### config.mk
export PLATFORM = sky130hd
export DESIGN_NAME = demux8_reg_flat
export DESIGN_NICKNAME = d
export VERILOG_FILES = /design/src/rtl/demux8_reg_if.sv /design/src/rtl/demux8_reg.sv /design/src/flat_wrapper.sv
export SDC_FILE = /design/constraint.sdc
export NUM_CORES = 1
export LEC_CHECK = 0
export CAP_MARGIN = 20
export CORE_ASPECT_RATIO = 1.4
export CORE_MARGIN = 4
export CORE_UTILIZATION = 50
export CTS_BUF_LIST = sky130_fd_sc_hd__clkbuf_8 sky130_fd_sc_hd__clkbuf_16
export DETAILED_ROUTE_END_ITERATION = 6
export MAX_ROUTING_LAYER = met4
export PLACE_DENSITY = 0.85
export SETUP_SLACK_MARGIN = 0.4
export SLEW_MARGIN = 20
export SYNTH_ARGS = -nofsm -noshare
export SYNTH_HDL_FRONTEND = slang
export SYNTH_SLANG_ARGS = --single-unit
### constraint.sdc
create_clock -name clk -period 19.1 [get_ports clk]
set_input_delay 1.91 -clock clk [delete_from_list [all_inputs] [get_ports clk]]
set_output_delay 1.91 -clock clk [all_outputs]
set_load 0.02 [all_outputs]
### src/rtl/demux8_reg_if.sv
// demux8_reg_if: producer/consumer bundle for the registered 1-to-8 write distributor.
// The master modport belongs to the producer side that drives write and consume
// strobes; the slave modport belongs to demux8_reg, which drives the slot outputs.
interface demux8_reg_if;
    logic [31:0] d;
    logic [2:0]  s;
    logic        we;
    logic [7:0]  take;
    logic        clr;
    logic [31:0] r0;
    logic [31:0] r1;
    logic [31:0] r2;
    logic [31:0] r3;
    logic [31:0] r4;
    logic [31:0] r5;
    logic [31:0] r6;
    logic [31:0] r7;
    logic [7:0]  vld;
    logic        wr_ack;
    logic [2:0]  wr_sel;
    logic        ovf;

    modport master (
        output d, s, we, take, clr,
        input  r0, r1, r2, r3, r4, r5, r6, r7, vld, wr_ack, wr_sel, ovf
    );

    modport slave (
        input  d, s, we, take, clr,
        output r0, r1, r2, r3, r4, r5, r6, r7, vld, wr_ack, wr_sel, ovf
    );
endinterface

### src/rtl/demux8_reg.sv
// demux8_reg: registered 1-to-8 write distributor with per-slot valid flags.
// One 32-bit word per cycle is routed into the slot chosen by s; consumers
// clear their slot's valid flag with take; clr drops all flags at once.
// Optional feature macro: DEMUX8_OVF_EN builds the sticky overwrite flag ovf.
// Without it, ovf is tied low and no detection logic exists.
module demux8_reg (
    input  logic         clk,
    input  logic         rst,
    demux8_reg_if.slave  bus
);

    logic [31:0] r_slot [8];
    logic [7:0]  r_vld;
    logic        r_wrAck;
    logic [2:0]  r_wrSel;
    logic [7:0]  w_wrDec;
    logic [7:0]  w_vldNext;

    // One-hot decode of the write target; all zeros when no write is requested.
    // A write sets its slot's flag regardless of clr or take, so it sits on top
    // of whatever survives the clear/consume step.
    always_comb begin
        w_wrDec   = 8'h00;
        w_vldNext = 8'h00;
        if (bus.we) begin
            w_wrDec = 8'h01 << bus.s;
        end
        if (bus.clr) begin
            w_vldNext = w_wrDec;
        end else begin
            w_vldNext = w_wrDec | (r_vld & ~bus.take);
        end
    end

    // Slot data only changes on a write to that slot; consume and clear leave data intact.
    always_ff @(posedge clk or posedge rst) begin
        if (rst) begin
            for (int i = 0; i < 8; i++) begin
                r_slot[i] <= 32'h0;
            end
        end else begin
            for (int i = 0; i < 8; i++) begin
                if (w_wrDec[i]) begin
                    r_slot[i] <= bus.d;
                end
            end
        end
    end

    // Valid flags, write acknowledge pulse and last-written slot index.
    always_ff @(posedge clk or posedge rst) begin
        if (rst) begin
            r_vld   <= 8'h00;
            r_wrAck <= 1'b0;
            r_wrSel <= 3'd0;
        end else begin
            r_vld   <= w_vldNext;
            r_wrAck <= bus.we;
            if (bus.we) begin
                r_wrSel <= bus.s;
            end
        end
    end

`ifdef DEMUX8_OVF_EN
    logic r_ovf;
    logic w_ovfHit;

    // An overwrite is a write landing on a still-valid slot that is not being
    // consumed on the same edge.
    always_comb begin
        w_ovfHit = |(w_wrDec & r_vld & ~bus.take);
    end

    // Sticky overwrite flag; only clr or reset drops it.
    always_ff @(posedge clk or posedge rst) begin
        if (rst) begin
            r_ovf <= 1'b0;
        end else if (bus.clr) begin
            r_ovf <= 1'b0;
        end else if (w_ovfHit) begin
            r_ovf <= 1'b1;
        end
    end

    assign bus.ovf = r_ovf;
`else
    assign bus.ovf = 1'b0;
`endif

    assign bus.r0     = r_slot[0];
    assign bus.r1     = r_slot[1];
    assign bus.r2     = r_slot[2];
    assign bus.r3     = r_slot[3];
    assign bus.r4     = r_slot[4];
    assign bus.r5     = r_slot[5];
    assign bus.r6     = r_slot[6];
    assign bus.r7     = r_slot[7];
    assign bus.vld    = r_vld;
    assign bus.wr_ack = r_wrAck;
    assign bus.wr_sel = r_wrSel;

endmodule
### src/flat_wrapper.sv
// flat-port wrapper written by rule: the top's interface ports become plain ports
module demux8_reg_flat 
  (clk, rst, bus_d, bus_s, bus_we, bus_take, bus_clr, bus_r0, bus_r1, bus_r2, bus_r3, bus_r4, bus_r5, bus_r6, bus_r7, bus_vld, bus_wr_ack, bus_wr_sel, bus_ovf);
  demux8_reg_if bus_i ();
  input  logic clk;
  input  logic rst;
  input wire logic [$bits(bus_i.d)-1:0] bus_d;
  input wire logic [$bits(bus_i.s)-1:0] bus_s;
  input wire logic [$bits(bus_i.we)-1:0] bus_we;
  input wire logic [$bits(bus_i.take)-1:0] bus_take;
  input wire logic [$bits(bus_i.clr)-1:0] bus_clr;
  output wire logic [$bits(bus_i.r0)-1:0] bus_r0;
  output wire logic [$bits(bus_i.r1)-1:0] bus_r1;
  output wire logic [$bits(bus_i.r2)-1:0] bus_r2;
  output wire logic [$bits(bus_i.r3)-1:0] bus_r3;
  output wire logic [$bits(bus_i.r4)-1:0] bus_r4;
  output wire logic [$bits(bus_i.r5)-1:0] bus_r5;
  output wire logic [$bits(bus_i.r6)-1:0] bus_r6;
  output wire logic [$bits(bus_i.r7)-1:0] bus_r7;
  output wire logic [$bits(bus_i.vld)-1:0] bus_vld;
  output wire logic [$bits(bus_i.wr_ack)-1:0] bus_wr_ack;
  output wire logic [$bits(bus_i.wr_sel)-1:0] bus_wr_sel;
  output wire logic [$bits(bus_i.ovf)-1:0] bus_ovf;
  assign bus_i.d = bus_d;
  assign bus_i.s = bus_s;
  assign bus_i.we = bus_we;
  assign bus_i.take = bus_take;
  assign bus_i.clr = bus_clr;
  assign bus_r0 = bus_i.r0;
  assign bus_r1 = bus_i.r1;
  assign bus_r2 = bus_i.r2;
  assign bus_r3 = bus_i.r3;
  assign bus_r4 = bus_i.r4;
  assign bus_r5 = bus_i.r5;
  assign bus_r6 = bus_i.r6;
  assign bus_r7 = bus_i.r7;
  assign bus_vld = bus_i.vld;
  assign bus_wr_ack = bus_i.wr_ack;
  assign bus_wr_sel = bus_i.wr_sel;
  assign bus_ovf = bus_i.ovf;
  demux8_reg u_core (.clk(clk), .rst(rst), .bus(bus_i));
endmodule
==> results by group, run 1 <==
Place
  • Post-DP HPWL: 18.2 mm
  • Placed Cells: 1,131
  • Placement Setup Slack: 14.95 ns
  • Final GP Congestion: 0.812
  • Count of input and output buffers: 314

Hold path
  • Worst hold stages: 1
  • HP Class: flop to flop
  • Hold endpoint: u_core.bus.r0[3]$_DFFE_PP0P_
  • Worst hold path startpoint: u_core.bus.r0[3]$_DFFE_PP0P_

Power and ir drop
  • Leakage: 0.00612 uW
  • Maximum VDD drop: 0.000103 V
  • Design Power: 1840 uW
  • PD cells: 129 mW/mm^2

Worst setup path
  • R2r endpoint: u_core.bus.vld[4]$_DFF_PP0_
  • Crit path launch: bus_s[2]
  • CP max stage delay: 0.76 ns
  • WS Path Type: primary input to flop
  • Crit-path cells: clkdlybuf4s50_1, nor4bb_4, buf_4, mux2_2
  • Worst r2r src: u_core.bus.vld[4]$_DFF_PP0_
  • Cell count of the worst reg-to-reg path: 2
  • Worst Path Required: 19.50 ns
  • Crit path capture type: flop
  • FF-to-FF setup slack: 18.18 ns
  • Crit-path max FO: 33
  • Crit path DAT: 3.94 ns
  • Worst path top cell family by delay: buffers and inverters
  • Buf/Inv on CP: 2
  • Crit start category: primary input
  • Worst path slowest cell: clkdlybuf4s50_1

Clock tree
  • Num CTS Buffers: 26
  • Clock sink count: 268
  • H-tree depth: 1
  • Worst skew pair latency: 0.51 ns
  • Clock buffer depth: 3
  • Postcts setup bufs: 0
  • Cts hold-fix bufs: 0
  • Post-CTS resize count: 0
  • Root Driver: clkbuf_16
  • TritonCTS clock tree: yes
  • Clock slew at reported path FFs: 0.06 ns

Routing
  • DRC: 0
  • Vias: 6,193
  • DRT iter0 DRCs: 221
  • Avg WL per Cell: 22.6 um
  • DRT antenna net count: 0
  • Via density: 5.26
  • Total wire length: 26.6 mm
  • Drt first pass iters: 4

Timing
  • Fin Setup TNS: 0 ns
  • Final hold viol count: 0
  • Final-report setup violation count: 0
  • Period utilisation layout: 18.5%
  • RSZ-0062 raised after global routing: no
  • Worst-Margin Slew: 0.882 ns
  • F_max: 282 MHz
  • Worst Skew: 0 ns
  • Worst slew margin: 41.2%
  • Fin. max-slew vios: 0
  • Final worst path period need: 3.54 ns
  • Final worst slack: 15.56 ns

Logic synthesis
  • Mapped Nets: 632
  • Synth unique cells: 16
  • Post-Syn Area per Cell: 17.1 sq um
  • #FFs+latches synth: 268
  • Main flop type after synthesis: dfrtp_1
  • Post-synth top area cell: dfrtp_1
  • Number of synthesized flops with an enable pin: 0
  • Asr flop ratio synth: 100%
  • Syn. warnings: 0
  • Netlist Area Pre-Place: 0.0100 sq mm
  • Sequential share of the synthesized area: 66.9%
  • Top cell type's share of synthesized area: 66.9%
  • Synth cell count leaders: dfrtp_1 (268), mux2_2 (257), buf_2 (16)
  • Top cells by area, synth: dfrtp_1 (67%), mux2_2 (29%), buf_4 (0.97%)
  • Synth Instances: 585
  • Count leader, synth: dfrtp_1

Finish
  • Final nets: 954
  • Final std cells w/o fill: 1,177
  • Area Overhead vs Synth: 42.2%
  • Number of diodes: 0
  • Layout cells sized above 1: 33.9%

Global routing
  • Largest net degree at the start of global routing: 115
  • Global route overflow: 0
  • First-pass GRT wire length: 40.4 mm
  • Vias in the first global route: 6,872
  • Initial antenna violation count: 0
  • Tot GR Track Use: 24.0%

Floorplan
  • Core ar.: 0.0198 sq mm
  • Chip Height: 176 um
  • Die X: 128 um
  • Ports: 316
  • Initial core utilization: 50.7%
  • # rows: 61
  • Die area: 0.0224 sq mm

Outcome
  • Status: completed

Flow run
  • Max-cap violations: 0
-- worst max-delay path by stage --
stage	end	slack [ns]	cells after the start
4_1_cts	u_core.bus.r3[22]$_DFFE_PP0P_	15.50	3
5_1_grt	u_core.bus.r2[14]$_DFFE_PP0P_	15.39	3
3_5_place_dp	u_core.bus.r2[25]$_DFFE_PP0P_	14.95	3
6_report	u_core.bus.r4[21]$_DFFE_PP0P_	15.56	4
3_3_place_gp	u_core.bus.r5[23]$_DFFE_PP0P_	14.96	3
2_1_floorplan	u_core.bus.r0[0]$_DFFE_PP0P_	9.81	1
-- sequential cells by signal, summed over array words and instances, names as in the netlist, 32 cells and up --
| signal | flops |
|---|---|
| u_core.bus.r6 | 32 |
| u_core.bus.r3 | 32 |
| u_core.bus.r7 | 32 |
| u_core.bus.r0 | 32 |
| u_core.bus.r2 | 32 |
| u_core.bus.r1 | 32 |
| u_core.bus.r5 | 32 |
| u_core.bus.r4 | 32 |
-- cell usage in the layout, fill, tap and decap left out, types with 4 or more instances in the layout --
cell type	synthesis	routed
dfrtp_1	268	268
o21ai_0	4	4
buf_4	13	11
inv_1	1	10
or2_2	4	4
mux2_2	257	257
clkbuf_16	0	27
clkdlybuf4s50_1	0	314
nor3b_1	4	4
nand2b_1	4	4
-- through the flow --
step	hold slack [ns]	utilization [%]	area, sq um
floorplan	0.609	-	10000
global placement	0.467	67.9	13400
detailed placement	0.483	67.9	13400
CTS	0.488	72.1	14300
global route	0.515	72.2	14300
finish	0.489	72.2	14300
-- metal layers --
layer | vias up | GRT usage, % | part of all wire [%]
li1 | 2724 | - | -
met1 | 3149 | 27.3 | 37
met2 | 248 | 41.3 | 51
met3 | 72 | 5.42 | 7.3
met4 | 0 | 9.42 | 4.5
met5 | - | - | 0
-- logic make-up after synthesis --
group / count (synthesis) / share of synthesized area (%)
DFF: 268 / 66.9
muxes: 259 / 29.1
buffers and inverters: 33 / 2.15
and+or+nand+nor: 20 / 1.66
AOI/OAI and AO/OA: 4 / 0.200
other: 1 / 0.0374
-- final cells by class --
type                            instances  area [sq um]
Fill cell                            1280          5510
Timing Repair Buffer                  326          3240
Clock inverter                         16           124
Tap cell                              252           315
Inverter                                1          11.3
Clock buffer                           30           717
Multi-Input combinational cell        284          3150
Sequential cell                       268          6710
-- power by group --
| group | internal [uW] | switching, uW | total (uW) |
|---|---|---|---|
| sequential | 689 | 63.9 | 753 |
| clock | 293 | 207 | 500 |
| combinational | 300 | 284 | 584 |
| total | 1280 | 555 | 1840 |
(Power assumes the default switching activity.)
==> run 2, diff against run 1 <==
--- a/config.mk
+++ b/config.mk
@@ -8,11 +8,11 @@
 export CAP_MARGIN = 20
 export CORE_ASPECT_RATIO = 1.4
 export CORE_MARGIN = 4
-export CORE_UTILIZATION = 50
+export CORE_UTILIZATION = 46
 export CTS_BUF_LIST = sky130_fd_sc_hd__clkbuf_8 sky130_fd_sc_hd__clkbuf_16
 export DETAILED_ROUTE_END_ITERATION = 6
 export MAX_ROUTING_LAYER = met4
-export PLACE_DENSITY = 0.85
+export PLACE_DENSITY = 0.79
 export SETUP_SLACK_MARGIN = 0.4
 export SLEW_MARGIN = 20
 export SYNTH_ARGS = -nofsm -noshare
==> constraint.sdc (replaced) <==
create_clock -name clk -period 3.4 [get_ports clk]
set_input_delay 0.34 -clock clk [delete_from_list [all_inputs] [get_ports clk]]
set_output_delay 0.34 -clock clk [all_outputs]
set_load 0.02 [all_outputs]
==> results by group, run 2 (synthesis results as in run 1) <==
Finish
  • Filler Cells Inserted: 1,517
  • Most frequent cells in the layout: clkdlybuf4s50_1 (314), dfrtp_1 (268), mux2_2 (257), clkbuf_16 (25), buf_4 (14)
  • Final std cells w/o fill: 1,189
  • Register area: 0.00671 sq mm
  • Final nets: 958
  • Area occupied by multi-input gates: 0.00315 sq mm
  • Number of diodes: 0
  • Area Overhead vs Synth: 42.6%
  • Fin area: 0.0143 sq mm
  • Layout cells sized above 1: 34.7%
  • Most common cell after layout, fill and taps aside: clkdlybuf4s50_1

Global routing
  • Global route overflow: 0
  • Largest net degree at the start of global routing: 113
  • Vias in the first global route: 6,713
  • First-pass GRT wire length: 40.7 mm
  • Tot GR Track Use: 22.2%
  • Initial antenna violation count: 0

Power and ir drop
  • Clock network power share: 26.5%
  • Sequential Power Share: 41.3%
  • Leakage: 0.00612 uW
  • Combinational power share: 32.1%
  • Internal Power: 7090 uW
  • PD cells: 714 mW/mm^2
  • Maximum VDD drop: 0.000540 V
  • Switching share of total power: 30.6%
  • Psw: 3120 uW

Worst setup path
  • R2r endpoint: u_core.bus.vld[1]$_DFF_PP0_
  • Crit path capture type: flop
  • Worst Path Required: 3.80 ns
  • FF-to-FF setup slack: 2.49 ns
  • Crit path DAT: 2.39 ns
  • Crit start category: primary input
  • Cell count of the worst reg-to-reg path: 2
  • Worst r2r src: u_core.bus.vld[1]$_DFF_PP0_
  • WS Path Type: primary input to flop
  • Crit-path max FO: 25

Timing
  • Period utilisation layout: 58.3%
  • Worst-Margin Slew: 0.628 ns
  • Worst Skew: 0 ns
  • Worst slew margin: 58.1%
  • Final hold viol count: 0
  • RSZ-0062 raised after global routing: no
  • Fin Setup TNS: 0 ns
  • Final-report setup violation count: 0
  • Final worst path period need: 1.98 ns
  • Final worst slack: 1.42 ns
  • F_max: 504 MHz
  • Fin. max-slew vios: 0

Place
  • Placed instance area: 0.0135 sq mm
  • Final GP Congestion: 0.771
  • Post-DP HPWL: 18.9 mm
  • Placement Setup Slack: 0.853 ns
  • Placed Cells: 1,144
  • Count of input and output buffers: 314

Clock tree
  • Cts hold-fix bufs: 0
  • Clock sink count: 268
  • Num CTS Buffers: 25
  • Clock slew at reported path FFs: 0.06 ns
  • Post-CTS resize count: 0
  • Clock buffer depth: 3
  • H-tree depth: 1
  • TritonCTS clock tree: yes
  • Postcts setup bufs: 0
  • Root Driver: clkbuf_16
  • Worst skew pair latency: 0.52 ns

Routing
  • DRC: 0
  • Avg WL per Cell: 22.3 um
  • Vias: 6,210
  • Total wire length: 26.5 mm
  • DRT antenna net count: 0
  • Via density: 5.22
  • DRT iter0 DRCs: 196
  • Drt first pass iters: 4

Floorplan
  • Chip Height: 183 um
  • # rows: 63
  • Initial core utilization: 47.1%
  • Ports: 316
  • Die area: 0.0243 sq mm
  • Die X: 133 um
  • Core ar.: 0.0213 sq mm

Outcome
  • Status: completed

Hold path
  • HP Class: primary input to asynchronous set/reset pin

Flow run
  • Max-cap violations: 0
-- run 2: power by group through the flow --
stage | registers [uW] | logic [uW] | clock network (uW)
3_3_place_gp | 4240 | 3270 | 0
4_1_cts | 4220 | 3330 | 2790
5_1_grt | 4310 | 3430 | 2920
3_5_place_dp | 4270 | 3320 | 0
2_1_floorplan | 5100 | 691 | 0
6_report | 4220 | 3280 | 2710
-- run 2: critical path: stages --
cell and delay, ns:
clkdlybuf4s50_1 0.77, nand4b_1 0.58, buf_12 0.38, mux2_2 0.29
-- run 2: area by class of cell --
class | instances | share of cell area, %
clock inverters | 15 | 0.770
clock buffers | 30 | 4.85
well taps | 260 | 2.27
multi-input cells | 284 | 22.0
inverters | 1 | 0.0525
flip-flops and latches | 268 | 46.9
repair buffers | 331 | 23.1
-- run 2: stage by stage --
stage | hold slack (ns) | total power, uW | utilization (%)
6_report | 0.199 | 10200 | 67.2
5_1_grt | 0.215 | 10700 | 67.2
4_1_cts | 0.184 | 10300 | 67.2
3_5_place_dp | 0.491 | 7590 | 63.4
3_3_place_gp | 0.467 | 7520 | 63.4
2_1_floorplan | 0.371 | 5790 | -
-- run 2: how the worst max path moves through the flow --
stage | from | endpoint | slack, ns | cells after the start
final | bus_s[1] | u_core.bus.r6[30]$_DFFE_PP0P_ | 1.42 | 4
after global placement | bus_s[0] | u_core.bus.r1[25]$_DFFE_PP0P_ | 0.94 | 4
after global routing | bus_s[1] | u_core.bus.r6[30]$_DFFE_PP0P_ | 1.35 | 4
after detailed placement | bus_s[0] | u_core.bus.r1[26]$_DFFE_PP0P_ | 0.85 | 4
after floorplan | rst | u_core.bus.r0[0]$_DFFE_PP0P_ | -0.48 | 1
after CTS | bus_s[0] | u_core.bus.r1[25]$_DFFE_PP0P_ | 1.41 | 4
-- run 2: routing by layer --
layer | up-vias | GRT usage [%] | part of all wire [%]
met2 | 243 | 38.8 | 53
met5 | - | - | 0
met3 | 51 | 5.79 | 6.8
li1 | 2723 | - | -
met1 | 3193 | 24.7 | 37
met4 | 0 | 7.45 | 3.2
==> run 3, diff against run 2 <==
==> constraint.sdc (replaced) <==
create_clock -name clk -period 1.9 [get_ports clk]
set_input_delay 0.19 -clock clk [delete_from_list [all_inputs] [get_ports clk]]
set_output_delay 0.19 -clock clk [all_outputs]
set_load 0.02 [all_outputs]
==> results by group, run 3 (synthesis results as in run 1) <==
Power and ir drop
  • PD cells: 1250 mW/mm^2
  • Maximum VDD drop: 0.000782 V
  • Leakage: 0.00681 uW
  • Design Power: 17,900 uW

Floorplan
  • Core ar.: 0.0213 sq mm
  • Chip Height: 183 um
  • # rows: 63
  • Die area: 0.0243 sq mm
  • Ports: 316
  • Initial core utilization: 47.1%
  • Die X: 133 um

Finish
  • Area Overhead vs Synth: 42.9%
  • Fin util: 67.4%
  • Filler Cells Inserted: 1,609
  • Layout cells sized above 1: 36.4%
  • Fin area: 0.0143 sq mm
  • Final nets: 978
  • Most common cell after layout, fill and taps aside: dfrtp_1
  • Number of diodes: 0
  • Most frequent cells in the layout: dfrtp_1 (268), dlygate4sd2_1 (267), mux2_2 (257), clkdlybuf4s50_1 (45), clkbuf_16 (27)

Clock tree
  • Worst skew pair latency: 0.51 ns
  • Num CTS Buffers: 26
  • TritonCTS clock tree: yes
  • Root Driver: clkbuf_16
  • Clock sink count: 268
  • Clock buffer depth: 3
  • Clock slew at reported path FFs: 0.06 ns
  • H-tree depth: 1

Worst setup path
  • Critical Path End: bus_r2[31]
  • CP max stage delay: 0.38 ns
  • Buf/Inv on CP: 1
  • Worst path slowest cell: dfrtp_1
  • Crit path capture type: output pin
  • FF-to-FF setup slack: 0.99 ns
  • Crit-path cells: dlygate4sd2_1
  • Worst r2r src: u_core.bus.vld[1]$_DFF_PP0_
  • Crit-path max FO: 2
  • Levels on crit path: 1
  • WS Path Type: flop to output pin
  • Worst Path Required: 1.71 ns
  • Cell count of the worst reg-to-reg path: 2
  • Crit path launch: u_core.bus.r2[31]$_DFFE_PP0P_
  • Worst path top cell family by delay: flip-flops
  • R2r endpoint: u_core.bus.vld[1]$_DFF_PP0_
  • Crit start category: flop
  • Crit path DAT: 1.26 ns

Routing
  • DRC: 0
  • Via density: 5.21
  • Drt first pass iters: 4
  • Total wire length: 26.7 mm
  • Avg WL per Cell: 22.1 um
  • DRT iter0 DRCs: 203
  • DRT antenna net count: 0
  • Vias: 6,307

Global routing
  • First-pass GRT wire length: 41.2 mm
  • Tot GR Track Use: 22.4%
  • Vias in the first global route: 6,819
  • Global route overflow: 0
  • Largest net degree at the start of global routing: 118
  • Initial antenna violation count: 0

Outcome
  • Status: completed

Place
  • Final GP Congestion: 0.773
  • Placed instance area: 0.0137 sq mm
  • Count of input and output buffers: 314
  • Post-DP HPWL: 19.3 mm

Timing
  • Worst slew margin: 58.7%
  • F_max: 689 MHz
  • Final hold viol count: 0
  • Hold slack: 0.0832 ns
  • Final-report setup violation count: 0
  • Worst Skew: 0 ns
  • Final worst path period need: 1.45 ns
  • Fin. max-slew vios: 0
  • RSZ-0062 raised after global routing: no
  • Fin Setup TNS: 0 ns
  • Period utilisation layout: 76.4%
  • Worst-Margin Slew: 0.620 ns

Flow run
  • Max-cap violations: 0

Hold path
  • HP Class: primary input to flop
-- run 3: changes by cell type in the layout (fill, tap and decap cells not counted), sizes merged --
cell and delta:
clkinvlp +1, dlygate4sd2 +267, clkbuf +5, inv -4, clkdlybuf4s15 +1, dlymetal6s2s +1, clkinv -1, buf +18
bufinv +2, clkdlybuf4s50 -269
-- run 3: power by group --
group	total, uW	internal (uW)	switching, uW
clock	5350	3250	2100
sequential	7500	6920	581
combinational	5030	2180	2840
total	17900	12400	5520
-- run 3: how the worst min path moves through the flow --
| stage | from | end | slack [ns] | depth (start not counted) |
|---|---|---|---|---|
| floorplan | bus_we | u_core.bus.wr_ack$_DFF_PP0_ | 0.22 | 0 |
| global placement | u_core.bus.r0[31]$_DFFE_PP0P_ | u_core.bus.r0[31]$_DFFE_PP0P_ | 0.47 | 1 |
| detailed placement | u_core.bus.r0[31]$_DFFE_PP0P_ | u_core.bus.r0[31]$_DFFE_PP0P_ | 0.47 | 1 |
| CTS | rst | u_core.bus.r1[0]$_DFFE_PP0P_ | 0.09 | 3 |
| global route | bus_s[2] | u_core.bus.wr_sel[2]$_DFFE_PP0P_ | 0.09 | 2 |
| finish | bus_s[2] | u_core.bus.wr_sel[2]$_DFFE_PP0P_ | 0.08 | 2 |
-- run 3: worst register-to-register path, stage by stage, from the launching register on --
cell and delay, ns:
dfrtp_1 0.38, nor3b_1 0.14, or2_2 0.28
-- run 3: per-layer routing --
layer / GRT usage (%) / up-vias / wire [um]
li1: - / 2789 / -
met1: 26.4 / 3200 / 10200
met2: 38.3 / 264 / 13800
met3: 5.32 / 54 / 1850
met4: 7.03 / 0 / 831
met5: - / - / 0
-- run 3: what timing repair did --
| item | in CTS | in global routing |
|---|---|---|
| setup buffers | 0 | 1 |
| cloned | 0 | 1 |
| endpoints found under the setup margin | 282 | 60 |
| pin swaps | 0 | 1 |
| gates resized for setup | 268 | 6 |
| hold buffers | 0 | 0 |
-- run 3: layout make-up --
type | instances | area [sq um] | share of cell area [%]
timing repair buffer | 350 | 3230 | 22.5
clock inverter | 13 | 141 | 0.986
sequential | 268 | 6710 | 46.8
multi-input combinational | 284 | 3150 | 22.0
clock buffer | 34 | 772 | 5.39
tap | 260 | 325 | 2.27
inverter | 1 | 7.51 | 0.0524
-- run 3: per-stage QoR --
step	setup WS (ns)	cells
after floorplan	-1.83	585
after global placement	-0.136	1161
after detailed placement	-0.173	1161
after CTS	0.378	1208
after global routing	0.400	1210
final	0.449	1210
